[config.mk]
export PLATFORM = sky130hd
export DESIGN_NAME = cprv_wb_arbiter
export DESIGN_NICKNAME = d
export VERILOG_FILES = /design/src/rtl/cprv_wb_arbiter.sv
export SDC_FILE = /design/constraint.sdc
export NUM_CORES = 1
export LEC_CHECK = 0
export ABC_AREA = 1
export BUFFER_PORTS_ARGS = -buffer_cell sky130_fd_sc_hd__buf_2
export CAP_MARGIN = 20
export CORE_UTILIZATION = 60
export CTS_BUF_LIST = sky130_fd_sc_hd__clkbuf_8
export CTS_CLUSTER_DIAMETER = 30
export DETAILED_ROUTE_END_ITERATION = 6
export GPL_TIMING_DRIVEN = 1
export MAX_ROUTING_LAYER = met4
export PLACE_DENSITY = 0.94
export SLEW_MARGIN = 20
export SYNTH_ARGS = -nofsm -noshare
export SYNTH_HDL_FRONTEND = slang
export SYNTH_SLANG_ARGS = --single-unit
[constraint.sdc]
create_clock -name clk -period 6.9 [get_ports clk]
set_clock_uncertainty 0.15 [all_clocks]
set_input_delay 0.69 -clock clk [delete_from_list [all_inputs] [get_ports clk]]
set_output_delay 0.69 -clock clk [all_outputs]
set_load 0.01 [all_outputs]
[src/rtl/cprv_wb_arbiter.sv]
// Writeback arbiter: merges ALU and LSU results onto one register-file write port (CPRV_WB_BYPASS_EN adds rsN_fwd_hit).
// Latency 1 cycle select-to-rd_*; LSU backpressured via lsu_ready when its buffer is full, ALU only via a one-cycle alu_stall.
module cprv_wb_arbiter #(
    parameter int DATA_WIDTH     = 64,
    parameter int REGADDR_WIDTH  = 5,
    parameter int LSU_FIFO_DEPTH = 2,
    parameter int STARVE_LIMIT   = 4
) (
    input  logic                     clk,
    input  logic                     rst,
    input  logic                     alu_valid,
    input  logic [REGADDR_WIDTH-1:0] alu_rd_addr,
    input  logic [DATA_WIDTH-1:0]    alu_rd_data,
    output logic                     alu_stall,
    input  logic                     lsu_valid,
    output logic                     lsu_ready,
    input  logic [REGADDR_WIDTH-1:0] lsu_rd_addr,
    input  logic [DATA_WIDTH-1:0]    lsu_rd_data,
    output logic                     rd_en,
    output logic [REGADDR_WIDTH-1:0] rd_addr,
    output logic [DATA_WIDTH-1:0]    rd_data,
    input  logic [REGADDR_WIDTH-1:0] rs1_addr,
    input  logic [REGADDR_WIDTH-1:0] rs2_addr,
    output logic                     rs1_fwd_hit,
    output logic                     rs2_fwd_hit
);

    localparam int PTR_W = (LSU_FIFO_DEPTH > 1) ? $clog2(LSU_FIFO_DEPTH) : 1;
    localparam int CNT_W = PTR_W + 1;
    localparam int STV_W = $clog2(STARVE_LIMIT + 1);

    typedef struct packed {
        logic [REGADDR_WIDTH-1:0] addr;
        logic [DATA_WIDTH-1:0]    data;
    } wb_t;

    wb_t                mem [LSU_FIFO_DEPTH];
    logic [PTR_W-1:0]   wr_ptr;
    logic [PTR_W-1:0]   rd_ptr;
    logic [CNT_W-1:0]   count;
    logic [STV_W-1:0]   starve_cnt;
    logic [STV_W-1:0]   starve_nxt;
    logic               stall_nxt;

    logic               fifo_empty;
    logic               fifo_full;
    logic               alu_take;
    logic               lsu_fire;
    logic               lsu_keep;
    logic               sel_fifo;
    logic               sel_alu;
    logic               sel_lsu;
    logic               enq;
    logic               wr_vld;
    wb_t                wr_dat;

    assign fifo_empty = (count == '0);
    assign fifo_full  = (count == CNT_W'(LSU_FIFO_DEPTH));
    assign lsu_ready  = !fifo_full && !rst;
    assign lsu_fire   = lsu_valid && lsu_ready;
    // Register-0 results complete their handshake but are dropped here.
    assign lsu_keep   = lsu_fire && (lsu_rd_addr != '0);
    assign alu_take   = alu_valid && !alu_stall && (alu_rd_addr != '0);

    always_comb begin
        sel_fifo = 1'b0;
        sel_alu  = 1'b0;
        sel_lsu  = 1'b0;
        if (alu_stall) begin
            sel_fifo = !fifo_empty;
        end else if (alu_take) begin
            sel_alu = 1'b1;
        end else if (!fifo_empty) begin
            sel_fifo = 1'b1;
        end else if (lsu_keep) begin
            sel_lsu = 1'b1;
        end
    end

    assign enq    = lsu_keep && !sel_lsu;
    assign wr_vld = sel_fifo || sel_alu || sel_lsu;

    always_comb begin
        wr_dat = '{addr: lsu_rd_addr, data: lsu_rd_data};
        if (sel_fifo) begin
            wr_dat = mem[rd_ptr];
        end else if (sel_alu) begin
            wr_dat = '{addr: alu_rd_addr, data: alu_rd_data};
        end
    end

    // Only ALU wins over a waiting head age the starve counter.
    always_comb begin
        starve_nxt = starve_cnt;
        stall_nxt  = 1'b0;
        if (sel_fifo || fifo_empty) begin
            starve_nxt = '0;
        end else if (sel_alu) begin
            if (starve_cnt == STV_W'(STARVE_LIMIT - 1)) begin
                stall_nxt  = 1'b1;
                starve_nxt = '0;
            end else begin
                starve_nxt = starve_cnt + 1'b1;
            end
        end
    end

    always_ff @(posedge clk) begin
        if (enq) begin
            mem[wr_ptr] <= '{addr: lsu_rd_addr, data: lsu_rd_data};
        end
    end

    always_ff @(posedge clk or posedge rst) begin
        if (rst) begin
            wr_ptr     <= '0;
            rd_ptr     <= '0;
            count      <= '0;
            starve_cnt <= '0;
            alu_stall  <= 1'b0;
            rd_en      <= 1'b0;
            rd_addr    <= '0;
            rd_data    <= '0;
        end else begin
            if (enq) begin
                wr_ptr <= wr_ptr + 1'b1;
            end
            if (sel_fifo) begin
                rd_ptr <= rd_ptr + 1'b1;
            end
            case ({enq, sel_fifo})
                2'b10:   count <= count + 1'b1;
                2'b01:   count <= count - 1'b1;
                default: count <= count;
            endcase
            starve_cnt <= starve_nxt;
            alu_stall  <= stall_nxt;
            rd_en      <= wr_vld;
            if (wr_vld) begin
                rd_addr <= wr_dat.addr;
                rd_data <= wr_dat.data;
            end
        end
    end

`ifdef CPRV_WB_BYPASS_EN
    assign rs1_fwd_hit = rd_en && (rd_addr == rs1_addr) && (rd_addr != '0);
    assign rs2_fwd_hit = rd_en && (rd_addr == rs2_addr) && (rd_addr != '0);
`else
    logic unused_rs;
    assign unused_rs   = ^{rs1_addr, rs2_addr};
    assign rs1_fwd_hit = 1'b0;
    assign rs2_fwd_hit = 1'b0;
`endif

endmodule

==> results of run 1 <==
## power groups by stage
stage	clock [mW]	combinational [mW]	sequential, mW
floorplan	0	0.924	1.98
global placement	0	1.48	1.87
detailed placement	0	1.55	1.88
CTS	1.48	1.56	1.87
global route	1.54	1.74	1.90
finish	1.47	1.56	1.88
## area by class of cell
cell class | count | area, sq um | area share
clock buffers | 43 | 592 | 0.0479
diodes | 3 | 7.51 | 0.000607
well taps | 220 | 275 | 0.0223
clock inverters | 35 | 383 | 0.0310
repair buffers | 223 | 1160 | 0.0941
inverters | 140 | 532 | 0.0430
flip-flops and latches | 216 | 6100 | 0.493
multi-input cells | 798 | 3310 | 0.268
## metrics by stage
step,instances,instance area (sq um),hold slack [ps]
2_1_floorplan,1220,10300,264
4_1_cts,1675,12400,189
5_1_grt,1678,12400,185
3_3_place_gp,1595,11300,275
3_5_place_dp,1596,11400,289
6_report,1678,12400,213
## worst max-delay path: cells and delay by family (launching register included)
family,cells,cell delay [ps]
buffers and inverters,3,1730
AND/OR/NAND/NOR,6,1680
flip-flops,1,520
## logic make-up after synthesis
family                     count (synthesis)  share of synthesized area
adders and majority gates                  2                    0.00243
DFF                                      216                      0.593
and+or+nand+nor                          723                      0.282
other                                      1                   0.000365
xor gates and xnor gates                   3                    0.00256
AOI/OAI and AO/OA                         68                     0.0342
buffers and inverters                    206                     0.0857
## state kept, by name, indices dropped and copies added (netlist names)
name and flops:
rd_data 64, alu_stall 1, mem 138, count 2, rd_ptr 1, starve_cnt 3
wr_ptr 1, rd_addr 5, rd_en 1
## worst max-delay path by stage
stage,end,slack (ps),cells past startpoint
2_1_floorplan,mem[1][0],1960,9
3_3_place_gp,rd_addr[3],2380,11
3_5_place_dp,rd_data[48],2170,11
4_1_cts,rd_data[57],2690,9
5_1_grt,rd_data[57],2400,9
6_report,rd_data[63],2580,9
## cells in the final DEF, fill, tap and decap left out, types with 2 or more instances in the layout
cell          n
buf_2       213
buf_4         8
bufinv_16     8
clkbuf_8     43
clkinv_1      4
clkinv_2      9
clkinvlp_4    5
conb_1        2
dfrtp_1      77
diode_2       3
edfxtp_1    138
ha_1          2
inv_1       142
inv_2         3
inv_6         3
nand2_1     628
nand2_2       3
nand2_4       3
nand3_1      74
nor2_1        5
nor2_4        2
nor3_1        2
o21ai_0      53
o21ai_1      13
xor2_1        2
## routing by layer
metal | global-route usage | share of wire | vias up
li1 | - | - | 4203
met1 | 0.371 | 0.38 | 3996
met2 | 0.509 | 0.49 | 521
met3 | 0.0720 | 0.10 | 63
met4 | 0.116 | 0.026 | 0
met5 | - | 0 | -
## what timing repair did
| item | in CTS | in global routing |
|---|---|---|
| buffers inserted | 0 | 0 |
| hold buffers | 1 | 0 |
| setup endpoints to repair | 0 | 0 |
| resized for setup | 0 | 0 |
| endpoints found under the hold margin | 17 | 0 |
==> impl_metrics.toml, run 1 <==
[status]
status = "finished clean"

[global_route]
gr-total-overflow = 0
grt_max_degree = 73
grt_pass1_vias = 8425
grt_pass1_wl_mm = 41.2
antenna_found_initial = 3
grt.total_usage = 0.309

[timing]
max_freq_mhz = 232
post-route-min-period_ps = 4320
fin_crit_sh = 0.626
setup_violations = 0
tightest_slew_ps = 1080
final_max_slew_viol_count = 0
finalSetupTns_ps = 0
rsz0062_at_grt = "no"
hold_viol = 0
finalWorstSetupSlack_ps = 2580
slew_headroom = 0.281

[setup_path]
r2r_end = "rd_data[63]"
crit_type = "reg -> reg"
slowest_delay_ps = 720
required_ps = 7160
cp_max_fo = 72
reg2reg_depth = 9
r2r_start = "alu_stall"
path_cells = "nor2_4 -> nand2_4 -> inv_4 -> nor2_8 -> buf_4 -> nand2_2 -> buf_4 -> nand2_1 -> nand2_1"
startpoint = "alu_stall"
worstSetupEndpointType = "flop"
cp_slowest_cell = "buf_4"
reg2reg_slack_ps = 2580
startpoint_type = "flop"
cp.arrival_ps = 4580

[die]
rows = 47
coreArea_sq_um = 16600
initial_core_util = 0.618
chipWidth_um = 133
die_h_um = 133
die_area_sq_um = 17700
io_pins = 226

[final_layout]
post-route-util = 0.743
layout-drive-gt1-share = 0.211
finalNetCount = 1576
area_growth_pct = 20.3
fill_cells = 1152

[drt]
drt_iter0_drc = 667
drt_first_pass_iters = 6
drt-total-wl_mm = 25.8
drc = 0
vias = 8783
vias_per_cell = 5.23
ant_nets = 0
post_drt_wl_per_cell_um = 15.4

[power_and_ir_drop]
switching_power_mw = 1.80
ir_worst_vdd_uv = 240
swShare = 0.366
leakagePower_nw = 6.48
p_total_mw = 4.90
clkPwrFrac = 0.299
comb_power_share = 0.318
seqPwrFrac = 0.383
power.density_nw_per_um2 = 397
p_int_mw = 3.11

[cts]
clkLatencyLatePin_ps = 520
htreeDepth = 2
cts_buffer_depth = 3
cts_root_buffer = "clkbuf_8"
clk_pin_slew_ps = 60
clock_sinks = 216
cts_tree = "yes"
cts_buffers = 43

[job]
maxCapViolCount = 0

[synthesis]
syn_area_per_cell_sq_um = 8.43
synth_common_cells = "nand2_1, edfxtp_1, inv_1, dfrtp_1, nand3_1"
syn_area_sq_um = 10300
synthFlopType = "edfxtp_1"
synth_top_area_share = 0.403
ys_warn_count = 0
synth_cell_types = 32
yosysTopAreaCell = "edfxtp_1"
ys_seq_area_frac = 0.593
synth_most_common_cell = "nand2_1"
synth.area.top_cells = "edfxtp_1, nand2_1, dfrtp_1"
synthArstFlopShare = 0.361
synth_edf_count = 138
synthesis.instances = 1219
ys_ff_latch = 216

[placement]
place_hpwl_mm = 14.7
place_congestion = 0.803
portBuffers = 213
place_ws_ps = 2170

[worst_hold_path]
hold_start = "lsu_rd_data[10]"
hold_end = "mem[1][10]"
whs_path_depth = 1
hp-class = "in -> reg"
Power figures use the tool's default switching activity.
==> inputs of run 2 (changes only) <==
ABC_AREA = 0   (was 1)
CORE_UTILIZATION = 55   (was 60)
PLACE_DENSITY = 0.89   (was 0.94)
clock period = 4.2 ns   (was 6.9 ns; I/O delays follow)
==> run 2 against run 1 <==
Against the previous run:
- register-to-register slack worse by 1300 ps
- via count down 21%
- clock power up 51%
- largest cell class unchanged
- sequential power up 66%
- sequential share of layout area up 1.7 points
- power up 58%
- critical path depth down 2
- die area down 3.9%
- final area down 3.3%
- core utilization up 0.69 points
==> impl_metrics.toml, run 2 <==
[final_layout]
area_growth_pct = 32.1
top_regs = "mem x138, rd_data x64, rd_addr x5"
layout-drive-gt1-share = 0.291
largest_register_ffs = 138
final_common_cell = "buf_2"
finalNetCount = 1162
top_register = "mem"
layout_common_cells = "buf_2, nor2_1, a21oi_1, edfxtp_1, dfrtp_1"

[die]
chipWidth_um = 130
rows = 46
coreArea_sq_um = 15900
die_area_sq_um = 17000
die_h_um = 130
io_pins = 226
initial_core_util = 0.567

[global_route]
grt_pass1_wl_mm = 33.7
grt_pass1_vias = 6941
gr-total-overflow = 0
grt_max_degree = 80
grt.total_usage = 0.269
antenna_found_initial = 4

[cts]
clk_pin_slew_ps = 60
ctsHoldBuffers = 69
cts_buffer_depth = 3
clkLatencyLatePin_ps = 520
cts_setup_buffers = 0
cts_root_buffer = "clkbuf_8"
cts_tree = "yes"
cts_resized = 0
cts_buffers = 44
htreeDepth = 2
clock_sinks = 216

[power_and_ir_drop]
p_int_mw = 5.15
swShare = 0.334
comb_power_share = 0.309
ir_worst_vdd_uv = 354
seqPwrFrac = 0.404
switching_power_mw = 2.58
leakagePower_nw = 5.04
power.density_nw_per_um2 = 647
clkPwrFrac = 0.287

[synthesis]
synth_common_cells = "nor2_1, a21oi_1, edfxtp_1, dfrtp_1, mux2i_1"
synth_most_common_cell = "nor2_1"
yosysTopAreaCell = "edfxtp_1"
synth_top_area_share = 0.458
synthArstFlopShare = 0.361
synth.area.top_cells = "edfxtp_1, dfrtp_1, a21oi_1"
synthFlopType = "edfxtp_1"
ys_seq_area_frac = 0.674
syn_area_sq_um = 9050
ys_ff_latch = 216
syn_area_per_cell_sq_um = 12.5
synth_edf_count = 138
ys_warn_count = 0
synthesis.instances = 721
synth_cell_types = 30

[drt]
post_drt_wl_per_cell_um = 17.3
drt_iter0_drc = 415
drt_first_pass_iters = 6
drc = 0
vias_per_cell = 5.47
vias = 6919
drt-total-wl_mm = 21.9
ant_nets = 0

[placement]
portBuffers = 213
place_hpwl_mm = 12.4
place_congestion = 0.747
place_ws_ps = 1390

[timing]
rsz0062_at_grt = "no"
finalSetupTns_ps = 0
setup_violations = 0
final_max_slew_viol_count = 0
slew_headroom = 0.482
max_freq_mhz = 348
fin_crit_sh = 0.684
hold_viol = 0
tightest_slew_ps = 776
post-route-min-period_ps = 2870
finalWorstSetupSlack_ps = 1330

[worst_hold_path]
hp-class = "in -> async"

[setup_path]
path_cells = "nor2b_1 -> o21ai_2 -> o311ai_4 -> buf_8 -> buf_4 -> nor2_1 -> a21oi_1"
cp_max_fo = 66
crit_type = "reg -> reg"
worstSetupEndpointType = "flop"
cp_slowest_cell = "buf_4"
cp.arrival_ps = 3150
startpoint_type = "flop"
required_ps = 4480
slowest_delay_ps = 530
startpoint = "alu_stall"
r2r_start = "alu_stall"

[status]
status = "finished clean"

[job]
maxCapViolCount = 0
==> run 2: cell count changes after synthesis, moves of 4 or more <==
cell	change
nand2_1	-628
nor2_1	+139
a21oi_1	+137
inv_1	-132
nand3_1	-74
mux2i_1	+69
a211oi_1	+63
o21ai_0	-52
o21ai_1	-13
a211oi_2	+5
buf_2	-5
buf_6	-4
==> run 2: path summary, 6_finish.rpt <==
path | to | slack, ps | cells after the start
min reg2reg | starve_cnt[0] | 290 | 1
max in group asynchronous | rd_ptr | 3320 | 3
min | rd_data[43] | 10 | 3
min in group clk | rd_data[36] | 40 | 3
max reg2reg | rd_data[3] | 1330 | 7
max | rd_data[3] | 1330 | 7
==> run 2: stage by stage <==
| step | power [mW] | hold slack (ps) | util | area, sq um | std cells |
|---|---|---|---|---|---|
| CTS | 7.72 | 1.30 | 0.747 | 11900 | 1258 |
| finish | 7.73 | 14.5 | 0.750 | 12000 | 1265 |
| floorplan | 4.66 | 269 | - | 9070 | 722 |
| global route | 8.15 | 24.4 | 0.749 | 11900 | 1263 |
| detailed placement | 5.43 | 285 | 0.646 | 10300 | 1108 |
| global placement | 5.33 | 281 | 0.645 | 10300 | 1107 |
==> run 2: final cells by class <==
cell class / count / area [sq um]
sequential: 216 / 6100
fill: 1003 / 3990
inverter: 3 / 15.0
antenna: 6 / 15.0
multi-input combinational: 447 / 2720
timing repair buffer: 296 / 1920
clock buffer: 46 / 633
clock inverter: 35 / 287
tap: 216 / 270
==> run 2: power groups by stage <==
stage	sequential, mW	clock (mW)	combinational, mW
4_1_cts	3.21	2.26	2.25
3_3_place_gp	3.22	0	2.11
5_1_grt	3.18	2.35	2.61
3_5_place_dp	3.25	0	2.18
6_report	3.13	2.22	2.39
2_1_floorplan	3.23	0	1.43
==> run 2: metal layers <==
layer,vias up,track usage,wire [um]
met5,-,-,0
met4,0,0.129,639
met3,54,0.0586,1370
met2,291,0.458,11300
met1,3317,0.300,8610
li1,3257,-,-
==> run 2: critical path: cells and delay by family, from the launching register on <==
family | cells | cell delay, ps
buf+inv | 2 | 790
simple gates | 2 | 650
flops | 1 | 450
compound gates | 3 | 680
==> run 2: cell families (layout without fill, tap and decap cells) <==
| logic type | count (synthesis) | count (layout) | synth area share |
|---|---|---|---|
| other | 1 | 8 | 0.000414 |
| multiplexers | 69 | 69 | 0.0763 |
| buffers and inverters | 59 | 380 | 0.0311 |
| flip-flops | 216 | 216 | 0.674 |
| AO/OA/AOI/OAI | 214 | 214 | 0.142 |
| adder cells (fa/ha/maj) | 2 | 2 | 0.00277 |
| XOR/XNOR | 5 | 5 | 0.00484 |
| AND/OR/NAND/NOR | 155 | 155 | 0.0683 |
